==> src/rtl/alu_9bit_pkg.sv <==
// Shared types and sizes for the alu_9bit operand arbitration path.
package alu_9bit_pkg;

    localparam int N_REQ = 4;
    localparam int SEL_W = 2;

    typedef enum logic [1:0] {
        IDLE,
        LOAD,
        HOLD
    } arb_state_t;

    function automatic logic [N_REQ-1:0] onehot(input logic [SEL_W-1:0] idx);
        logic [N_REQ-1:0] vec;
        vec      = '0;
        vec[idx] = 1'b1;
        return vec;
    endfunction

endpackage

==> src/rtl/mux_9bit.sv <==
// 4:1 multiplexer of 9-bit operands shared by the alu_9bit requesters.
module mux_9bit (
    input  logic [8:0] a_i,
    input  logic [8:0] b_i,
    input  logic [8:0] c_i,
    input  logic [8:0] d_i,
    input  logic [1:0] sel_i,
    output logic [8:0] y_o
);

    always_comb begin
        case (sel_i)
            2'd0:    y_o = a_i;
            2'd1:    y_o = b_i;
            2'd2:    y_o = c_i;
            default: y_o = d_i;
        endcase
    end

endmodule

==> src/rtl/rr_pick_4.sv <==
// Combinational winner pick over four requests: round-robin from ptr_i,
// or fixed priority with index 0 highest when fixed_i is set.
module rr_pick_4
    import alu_9bit_pkg::*;
(
    input  logic [N_REQ-1:0] req_i,
    input  logic [SEL_W-1:0] ptr_i,
    input  logic             fixed_i,
    output logic [SEL_W-1:0] winner_o,
    output logic             any_o
);

    // Scan from the far end so the nearest asserted request overwrites last.
    always_comb begin
        winner_o = '0;
        any_o    = |req_i;
        if (fixed_i) begin
            for (int i = N_REQ - 1; i >= 0; i--) begin
                if (req_i[i]) winner_o = SEL_W'(i);
            end
        end else begin
            for (int k = N_REQ - 1; k >= 0; k--) begin
                if (req_i[ptr_i + SEL_W'(k)]) winner_o = ptr_i + SEL_W'(k);
            end
        end
    end

endmodule

==> src/rtl/mux_9bit_rr_arbiter.sv <==
// Shares one mux_9bit between four requesters: arbitrates the select,
// registers the chosen operand on a valid/ready port and pulses done.
module mux_9bit_rr_arbiter
    import alu_9bit_pkg::*;
#(
    parameter int WIDTH      = 9,
    parameter bit PRIO_FIXED = 1'b0,
    parameter int CNT_W      = 16
) (
    input  logic             clk,
    input  logic             rst_n,
    input  logic [N_REQ-1:0] req_i,
    input  logic [WIDTH-1:0] data_a_i,
    input  logic [WIDTH-1:0] data_b_i,
    input  logic [WIDTH-1:0] data_c_i,
    input  logic [WIDTH-1:0] data_d_i,
    input  logic             out_ready_i,
    output logic [N_REQ-1:0] grant_o,
    output logic [SEL_W-1:0] select_o,
    output logic             out_valid_o,
    output logic [WIDTH-1:0] out_data_o,
    output logic [N_REQ-1:0] done_o,
    output logic [CNT_W-1:0] xfer_count_o
);

    arb_state_t       state_q;
    logic [SEL_W-1:0] select_q;
    logic [N_REQ-1:0] grant_q;
    logic             valid_q;
    logic [WIDTH-1:0] data_q;
    logic [N_REQ-1:0] done_q;
    logic [CNT_W-1:0] count_q;
    logic [SEL_W-1:0] rr_ptr_q;

    logic [N_REQ-1:0] pick_req_d;
    logic [SEL_W-1:0] pick_ptr_d;
    logic [SEL_W-1:0] pick_winner;
    logic             pick_any;
    logic [WIDTH-1:0] mux_out;

    mux_9bit u_mux (
        .a_i  (data_a_i),
        .b_i  (data_b_i),
        .c_i  (data_c_i),
        .d_i  (data_d_i),
        .sel_i(select_q),
        .y_o  (mux_out)
    );

    // On acceptance the served requester is masked out and the pointer is
    // already advanced past it, so the back-to-back pick never repeats it.
    always_comb begin
        pick_req_d = req_i;
        pick_ptr_d = rr_ptr_q;
        if (state_q == HOLD) begin
            pick_req_d = req_i & ~grant_q;
            pick_ptr_d = select_q + SEL_W'(1);
        end
    end

    rr_pick_4 u_pick (
        .req_i   (pick_req_d),
        .ptr_i   (pick_ptr_d),
        .fixed_i (PRIO_FIXED),
        .winner_o(pick_winner),
        .any_o   (pick_any)
    );

    always_ff @(posedge clk or negedge rst_n) begin
        if (!rst_n) begin
            state_q  <= IDLE;
            select_q <= '0;
            grant_q  <= '0;
            valid_q  <= 1'b0;
            data_q   <= '0;
            done_q   <= '0;
            count_q  <= '0;
            rr_ptr_q <= '0;
        end else begin
            done_q <= '0;
            case (state_q)
                IDLE: begin
                    if (pick_any) begin
                        select_q <= pick_winner;
                        grant_q  <= onehot(pick_winner);
                        state_q  <= LOAD;
                    end
                end
                LOAD: begin
                    data_q  <= mux_out;
                    valid_q <= 1'b1;
                    state_q <= HOLD;
                end
                HOLD: begin
                    if (out_ready_i) begin
                        done_q   <= onehot(select_q);
                        count_q  <= count_q + CNT_W'(1);
                        rr_ptr_q <= select_q + SEL_W'(1);
                        valid_q  <= 1'b0;
                        if (pick_any) begin
                            select_q <= pick_winner;
                            grant_q  <= onehot(pick_winner);
                            state_q  <= LOAD;
                        end else begin
                            grant_q <= '0;
                            state_q <= IDLE;
                        end
                    end
                end
                default: state_q <= IDLE;
            endcase
        end
    end

    assign grant_o      = grant_q;
    assign select_o     = select_q;
    assign out_valid_o  = valid_q;
    assign out_data_o   = data_q;
    assign done_o       = done_q;
    assign xfer_count_o = count_q;

endmodule

==> config.mk <==
export PLATFORM = sky130hd
export DESIGN_NAME = mux_9bit_rr_arbiter
export DESIGN_NICKNAME = d
export VERILOG_FILES = /design/src/rtl/alu_9bit_pkg.sv /design/src/rtl/mux_9bit.sv /design/src/rtl/rr_pick_4.sv /design/src/rtl/mux_9bit_rr_arbiter.sv
export SDC_FILE = /design/constraint.sdc
export NUM_CORES = 1
export LEC_CHECK = 0
export BUFFER_PORTS_ARGS = -buffer_cell sky130_fd_sc_hd__buf_2
export CAP_MARGIN = 0
export CORE_UTILIZATION = 52
export DETAILED_ROUTE_END_ITERATION = 7
export HOLD_SLACK_MARGIN = 0.15
export PLACE_DENSITY = 0.84
export SLEW_MARGIN = 20
export SYNTH_ARGS = -nofsm -noshare
export SYNTH_HDL_FRONTEND = slang
export SYNTH_SLANG_ARGS = --single-unit
==> constraint.sdc <==
create_clock -name clk -period 4.8 [get_ports clk]
set_clock_uncertainty 0.1 [all_clocks]
set_input_delay 0.48 -clock clk [delete_from_list [all_inputs] [get_ports clk]]
set_output_delay 0.48 -clock clk [all_outputs]
set_load 0.03 [all_outputs]
# --- Yosys cells after proc, flatten, opt, wreduce, memory -nomap -nowiden ---
# Index checks and enable logic that the tools add are counted.
word_totals:
  input_bits: 43
  elab_cells: 75
  output_inout_bits: 36
  reg_bits: 40
op_classes:
  reduce_logical: 12
  eq_ne: 6
  addsub: 5
  mux: 34
  magnitude_cmp: 8
  bitwise_logic: 2
op_table:
  columns: ["cell", "count"]
  rows:
  - ["case mux 9 bit (3 select lines)", 1]
  - ["2-to-1 mux 4 bit", 6]
  - ["less-than comparator 2 x 3 -> 1 bit (second input constant)", 6]
  - ["2-to-1 mux 2 bit", 9]
  - ["adder 16 x 1 -> 16 bit (second input constant)", 1]
  - ["binary-select mux 1 bit (select 2 bit)", 4]
  - ["2-to-1 mux 1 bit", 8]
  - ["case mux 4 bit (2 select lines)", 1]
  - ["AND reduction 2 bit", 4]
  - ["case mux 2 bit (3 select lines)", 1]
  - ["adder 2 x 1 -> 2 bit (second input constant)", 2]
  - ["adder 2 bit (second input constant)", 2]
  - ["bitwise AND 4 bit", 1]
  - ["demux 1 bit (select 2 bit)", 2]
  - ["== test 2 x 1 -> 1 bit (second input constant)", 2]
  - ["== test 2 bit (second input constant)", 2]
  - [">= comparator 2 x 1 -> 1 bit (second input constant)", 2]
  - ["logical NOT 2 bit", 2]
  - ["!= test 2 bit (second input constant)", 2]
  - ["inverter 4 bit", 1]
  - ["case mux 2 bit (2 select lines)", 1]
  - ["nonzero test 2 bit", 2]
  - ["OR reduction 4 bit", 1]
  - ["AND reduction 3 bit", 1]
  - ["other kinds (2)", 3]

# --- Logic depth before layout (Yosys ltp) ---
logic_depth:
  word_depth: 16
  ltp_mapped: 8
  mapped_depth_nobuf: 8

# --- Cells and area by module ---
# From an unflattened synthesis, not the netlist that was laid out.
hier_totals:
  hier_cells: 171
  area_unflattened_um2: 2059.5
modules_own_cells:
  columns: ["module", "seq_area_each_um2", "area_per_inst_um2", "n_inst", "cells_each"]
  rows:
  - ["mux_9bit_rr_arbiter", 1001.0, 1744.2, 1, 145]
  - ["mux_9bit", 0.0, 219.0, 1, 11]
  - ["rr_pick_4", 0.0, 96.3, 1, 15]

# --- Least setup slack after synthesis ---
# OpenSTA, ideal clock, no wires.
synth_timing:
  kind: "register -> register"
  start: "register select_q[0] (netlist: select_o[0])"
  end: "register grant_q[0] (netlist: grant_o[0])"
  slack_ns: 2.436
  stages_incl_launch_ff: 8
  synth_period_minus_slack_ns: 2.364
  setup_ns: 0.103
  n_path_buf: 0
  required_ns: 4.597
  t_arrival_ns: 2.160
  cell_sequence: "dfrtp_1 > inv_1 > ha_1 > and4bb_2 > a31o_1 > a311oi_1 > a211oi_2 > o41ai_2"
synth_between:
  elab_chain_len: 16
  word_cells_on_any_way: 26
  classes_between: "add/sub (4); order compare (2); mux (19); reduce/logical (1)"
synth_rtl:
  columns: ["item", "line_no", "source"]
  rows:
  - ["start: declaration", "mux_9bit_rr_arbiter.sv:27", "logic [SEL_W-1:0] select_q;"]
  - ["start signal: assignment", "mux_9bit_rr_arbiter.sv:84", "select_q <= pick_winner;"]
  - ["start signal: assignment", "mux_9bit_rr_arbiter.sv:101", "select_q <= pick_winner;"]
  - ["adder 2 x 1 -> 2 bit (*)", "mux_9bit_rr_arbiter.sv:57", "pick_ptr_d = select_q + SEL_W'(1);"]
  - ["2-to-1 mux 2 bit (*)", "mux_9bit_rr_arbiter.sv:55", "if (state_q == HOLD) begin"]
  - ["adder 2 bit", "rr_pick_4.sv:23", "if (req_i[ptr_i + SEL_W'(k)]) winner_o = ptr_i + SEL_W'(k);"]
  - ["binary-select mux 1 bit (select 2 bit)", "rr_pick_4.sv:23", null]
  - ["2-to-1 mux 1 bit (implied by the code)", "rr_pick_4.sv:23", null]
  - ["2-to-1 mux 2 bit (3 in series)", "rr_pick_4.sv:23", null]
  - ["2-to-1 mux 2 bit (*)", "rr_pick_4.sv:23", null]
  - ["less-than comparator 2 x 3 -> 1 bit (implied by the code) / >= comparator 2 x 1 -> 1 bit (equally long branches)", "alu_9bit_pkg.sv:16", "vec[idx] = 1'b1;"]
  - ["logical AND 1 bit (implied by the code)", "alu_9bit_pkg.sv:16", null]
  - ["2-to-1 mux 1 bit (implied by the code)", "alu_9bit_pkg.sv:16", null]
  - ["demux 1 bit (select 2 bit) (*)", "alu_9bit_pkg.sv:16", null]
  - ["2-to-1 mux 4 bit", "mux_9bit_rr_arbiter.sv:100", "if (pick_any) begin"]
  - ["2-to-1 mux 4 bit", "mux_9bit_rr_arbiter.sv:95", "if (out_ready_i) begin"]
  - ["case mux 4 bit (2 select lines) (*)", "mux_9bit_rr_arbiter.sv:81", "case (state_q)"]
  - ["end signal: assignment", "mux_9bit_rr_arbiter.sv:85", "grant_q <= onehot(pick_winner);"]
  - ["end signal: assignment", "mux_9bit_rr_arbiter.sv:102", "grant_q <= onehot(pick_winner);"]
  - ["end: declaration", "mux_9bit_rr_arbiter.sv:28", "logic [N_REQ-1:0] grant_q;"]
# Mark *: on every way between the ends. The rest lies on a longest branch, timed or not. The select of a mux whose other input is x is not followed.
# A chain may end at the register's enable or synchronous reset.

# --- Worst setup path in the final report ---
# Ends and elaborated chain as after synthesis.

==> summary.txt <==
Clocking
  • Cts bufs inserted: 5
  • Clk_lat worst skew: roughly 0.29 ns
  • Cts repair resizes: 0
  • Clock sinks: 40
  • Root buffer cell: clkbuf_8
  • CTS tree: built
  • H-Tree Depth: 2
  • Bufs on Longest Clock Path: 2
  • Cts hold-fix bufs: 0
  • Worst-path clk slew: ~0.070 ns
  • Setup bufs post-CTS: 0

GRT
  • Largest net degree at the start of global routing: 41
  • First-pass GRT wire length: about 7.7 mm
  • Vias in the first global route: 1706
  • Initial antenna violation count: 0
  • Grt total ovfl: 0
  • All-layer global routing usage: 0.232

Setup path
  • Setup crit end kind: flop
  • CP Launch Type: flop
  • Worst-path cell with the longest stage delay: dfrtp_1
  • Crit-path cells: inv_1 -> ha_1 -> and4bb_2 -> a31o_1 -> a311oi_1 -> a211oi_2 -> o41ai_2
  • Worst Path Required: slightly below 5 ns
  • CP arrival: between 2 and 2.5 ns
  • Setup CP Type: flop to flop
  • Crit-path max FO: 10
  • CP max stage delay: between 0.5 and 0.6 ns
  • Top delay family on crit path: compound AO/OA/AOI/OAI gates
  • WP buf/inv: 1

Yosys
  • Yosys cell types: 41
  • Cell taking the most area after synthesis: dfrtp_1
  • Yosys warns: 0
  • Syn_area_per_cell: about 9.9 sq um
  • Synth Area in Compound Gates: 0.197
  • Ys flop type: dfrtp_1
  • Adder-cell share of the synthesized area: 0.0362
  • Most common cell in the synthesized netlist: dfrtp_1
  • Synthesis-stage register bit count: 40
  • Cell Area, Synth: between 2000 and 2500 sq um
  • Async S/R FF share, synth: 1.00
  • Synth area leaders: dfrtp_1 (48%), nand2_1 (5.1%), xnor2_1 (4.6%)
  • Cells after Synth: between 200 and 250
  • Register area share after synthesis: 0.482
  • Simple-Gate Fraction of Synth Area: 0.171
  • Top cells by count, synth: dfrtp_1 (40), nand2_1 (28), nor2_1 (18)
  • Mapped Nets: 258
  • Post-synth EDFFs: 0
  • Post-Synth XOR/XNOR Area: 0.0633
  • Mux share of post-synthesis cell area: 0.0102
  • Synth top area share: 0.482
  • Largest family of logic cells by synthesized area: compound AO/OA/AOI/OAI gates

Drt
  • Max layer used: met4
  • Residual DRC count: 0
  • WL met2: around 2.2 mm
  • ANT nets after route: 0
  • First drt pass iteration count: 7
  • Number of vias in the routed layout: 1859
  • Initial DRC Count: roughly 140
  • M1 WL: ~2.0 mm
  • WL final: 4.58 mm
  • Avg WL per Cell: between 10 and 15 um
  • WL met3: 281 um
  • Via density: ~5.6

STA
  • Hold Vio Cnt, Final: 0
  • RSZ-0062 raised after global routing: no
  • Worst slew margin: 0.424
  • Period minus WS final: 2.40 ns
  • Fmax: approximately 0.42 GHz
  • Slew @ Worst Pin: 0.864 ns
  • Final period utilization: 0.499
  • Setup TNS: 0 ns
  • Max-slew violation count: 0
  • Min Hold Slack: 0.199 ns
  • Final setup viols: 0

Placed design
  • Cell Area, Placed: 2490 sq um
  • Detailed Place HPWL: roughly 3.4 mm
  • PortBufs: just under 80
  • Placed cells: approximately 330
  • Final RePlAce weighted congestion: slightly below 0.9

Floorplanning
  • Die W: approximately 65 um
  • # IOs: 79
  • Height of the die: 65.2 um
  • Area of the die: ~4200 sq um
  • Initial Util: 0.554
  • Row count: 22
  • Core area: 3740 sq um

Hold path
  • HP Class: primary input to asynchronous set/reset pin

Job
  • Maxcap violations: 0

Power and ir drop
  • Leakage power: around 1.3 nW
  • Pwr/cell area: 590 nW/um^2
  • Max IR drop VDD: ~0.00036 V

Status
  • Status: finished clean

Layout
  • Layout area overhead: 23.6%
  • Number of fill cells: about 320
  • Final nets: 335
  • Non-Filler Instances: roughly 330
  • Final instance area: 2570 sq um
  • Layout cells sized above 1: 0.353
  • Antenna diodes: 0
-- layout make-up --
| class | instances | area, sq um | area share |
|---|---|---|---|
| Tap cell | 48 | 60.1 | 0.0234 |
| Clock buffer | 6 | 72.6 | 0.0283 |
| Clock inverter | 1 | 5.00 | 0.00195 |
| Timing Repair Buffer | 78 | 390 | 0.152 |
| Multi-Input combinational cell | 149 | 992 | 0.387 |
| Inverter | 12 | 45.0 | 0.0176 |
| Sequential cell | 40 | 1000 | 0.390 |
-- worst paths after layout --
kind | end | slack (ns) | from | cells past startpoint
min | xfer_count_o[14] | 0.20 | rst_n | 1
max | grant_o[0] | 2.40 | select_o[0] | 7
min in group clk | out_data_o[3] | 0.38 | data_d_i[3] | 3
min reg2reg | xfer_count_o[15] | 0.38 | xfer_count_o[15] | 1
max reg2reg | grant_o[0] | 2.40 | select_o[0] | 7
max in group asynchronous | state_q[0] | 3.86 | rst_n | 1
-- report_power, final --
group	switching, mW	leakage [nW]	internal [mW]
logic	0.495	0.767	0.272
clock network	0.110	0.0410	0.0988
registers	0.0999	0.516	0.437
-- flip-flops by register name, summed over array words and instances, names as in the netlist --
name / cells
done_o: 4
grant_o: 4
out_data_o: 9
out_valid_o: 1
rr_ptr_q: 2
select_o: 2
state_q: 2
xfer_count_o: 16
-- per-stage QoR --
| stage | utilization | power, mW | worst slack (ns) |
|---|---|---|---|
| finish | 0.685 | 1.51 | 2.40 |
| detailed placement | 0.665 | 1.31 | 2.42 |
| global route | 0.685 | 1.63 | 2.24 |
| floorplan | - | 1.11 | 2.44 |
| global placement | 0.665 | 1.29 | 2.56 |
| CTS | 0.685 | 1.52 | 2.40 |
-- routing by layer --
layer,vias up,track usage
li1,895,-
met1,890,0.283
met2,65,0.405
met3,9,0.0521
met4,0,0.0707
met5,-,0
-- cell usage in the layout, fill, tap and decap left out, types with 2 or more instances in the layout --
master,count
a21oi_1,12
a222oi_1,9
a22oi_1,2
a31o_1,3
and2_1,2
and3_1,5
and4bb_2,2
buf_2,78
clkbuf_8,5
dfrtp_1,40
ha_1,6
inv_1,11
nand2_1,28
nand3_1,8
nand4_1,2
nor2_1,18
nor2_2,2
o21ai_0,12
o21ai_1,2
o21ai_2,3
o31ai_1,2
xnor2_1,11
xor2_1,4
-- cell families after synthesis --
group | count (synthesis)
adder cells (fa/ha/maj) | 6
buffers and inverters | 20
flip-flops | 40
multiplexers | 2
AND/OR/NAND/NOR | 73
XOR/XNOR | 15
AO/OA/AOI/OAI | 53
Power figures use the tool's default switching activity.
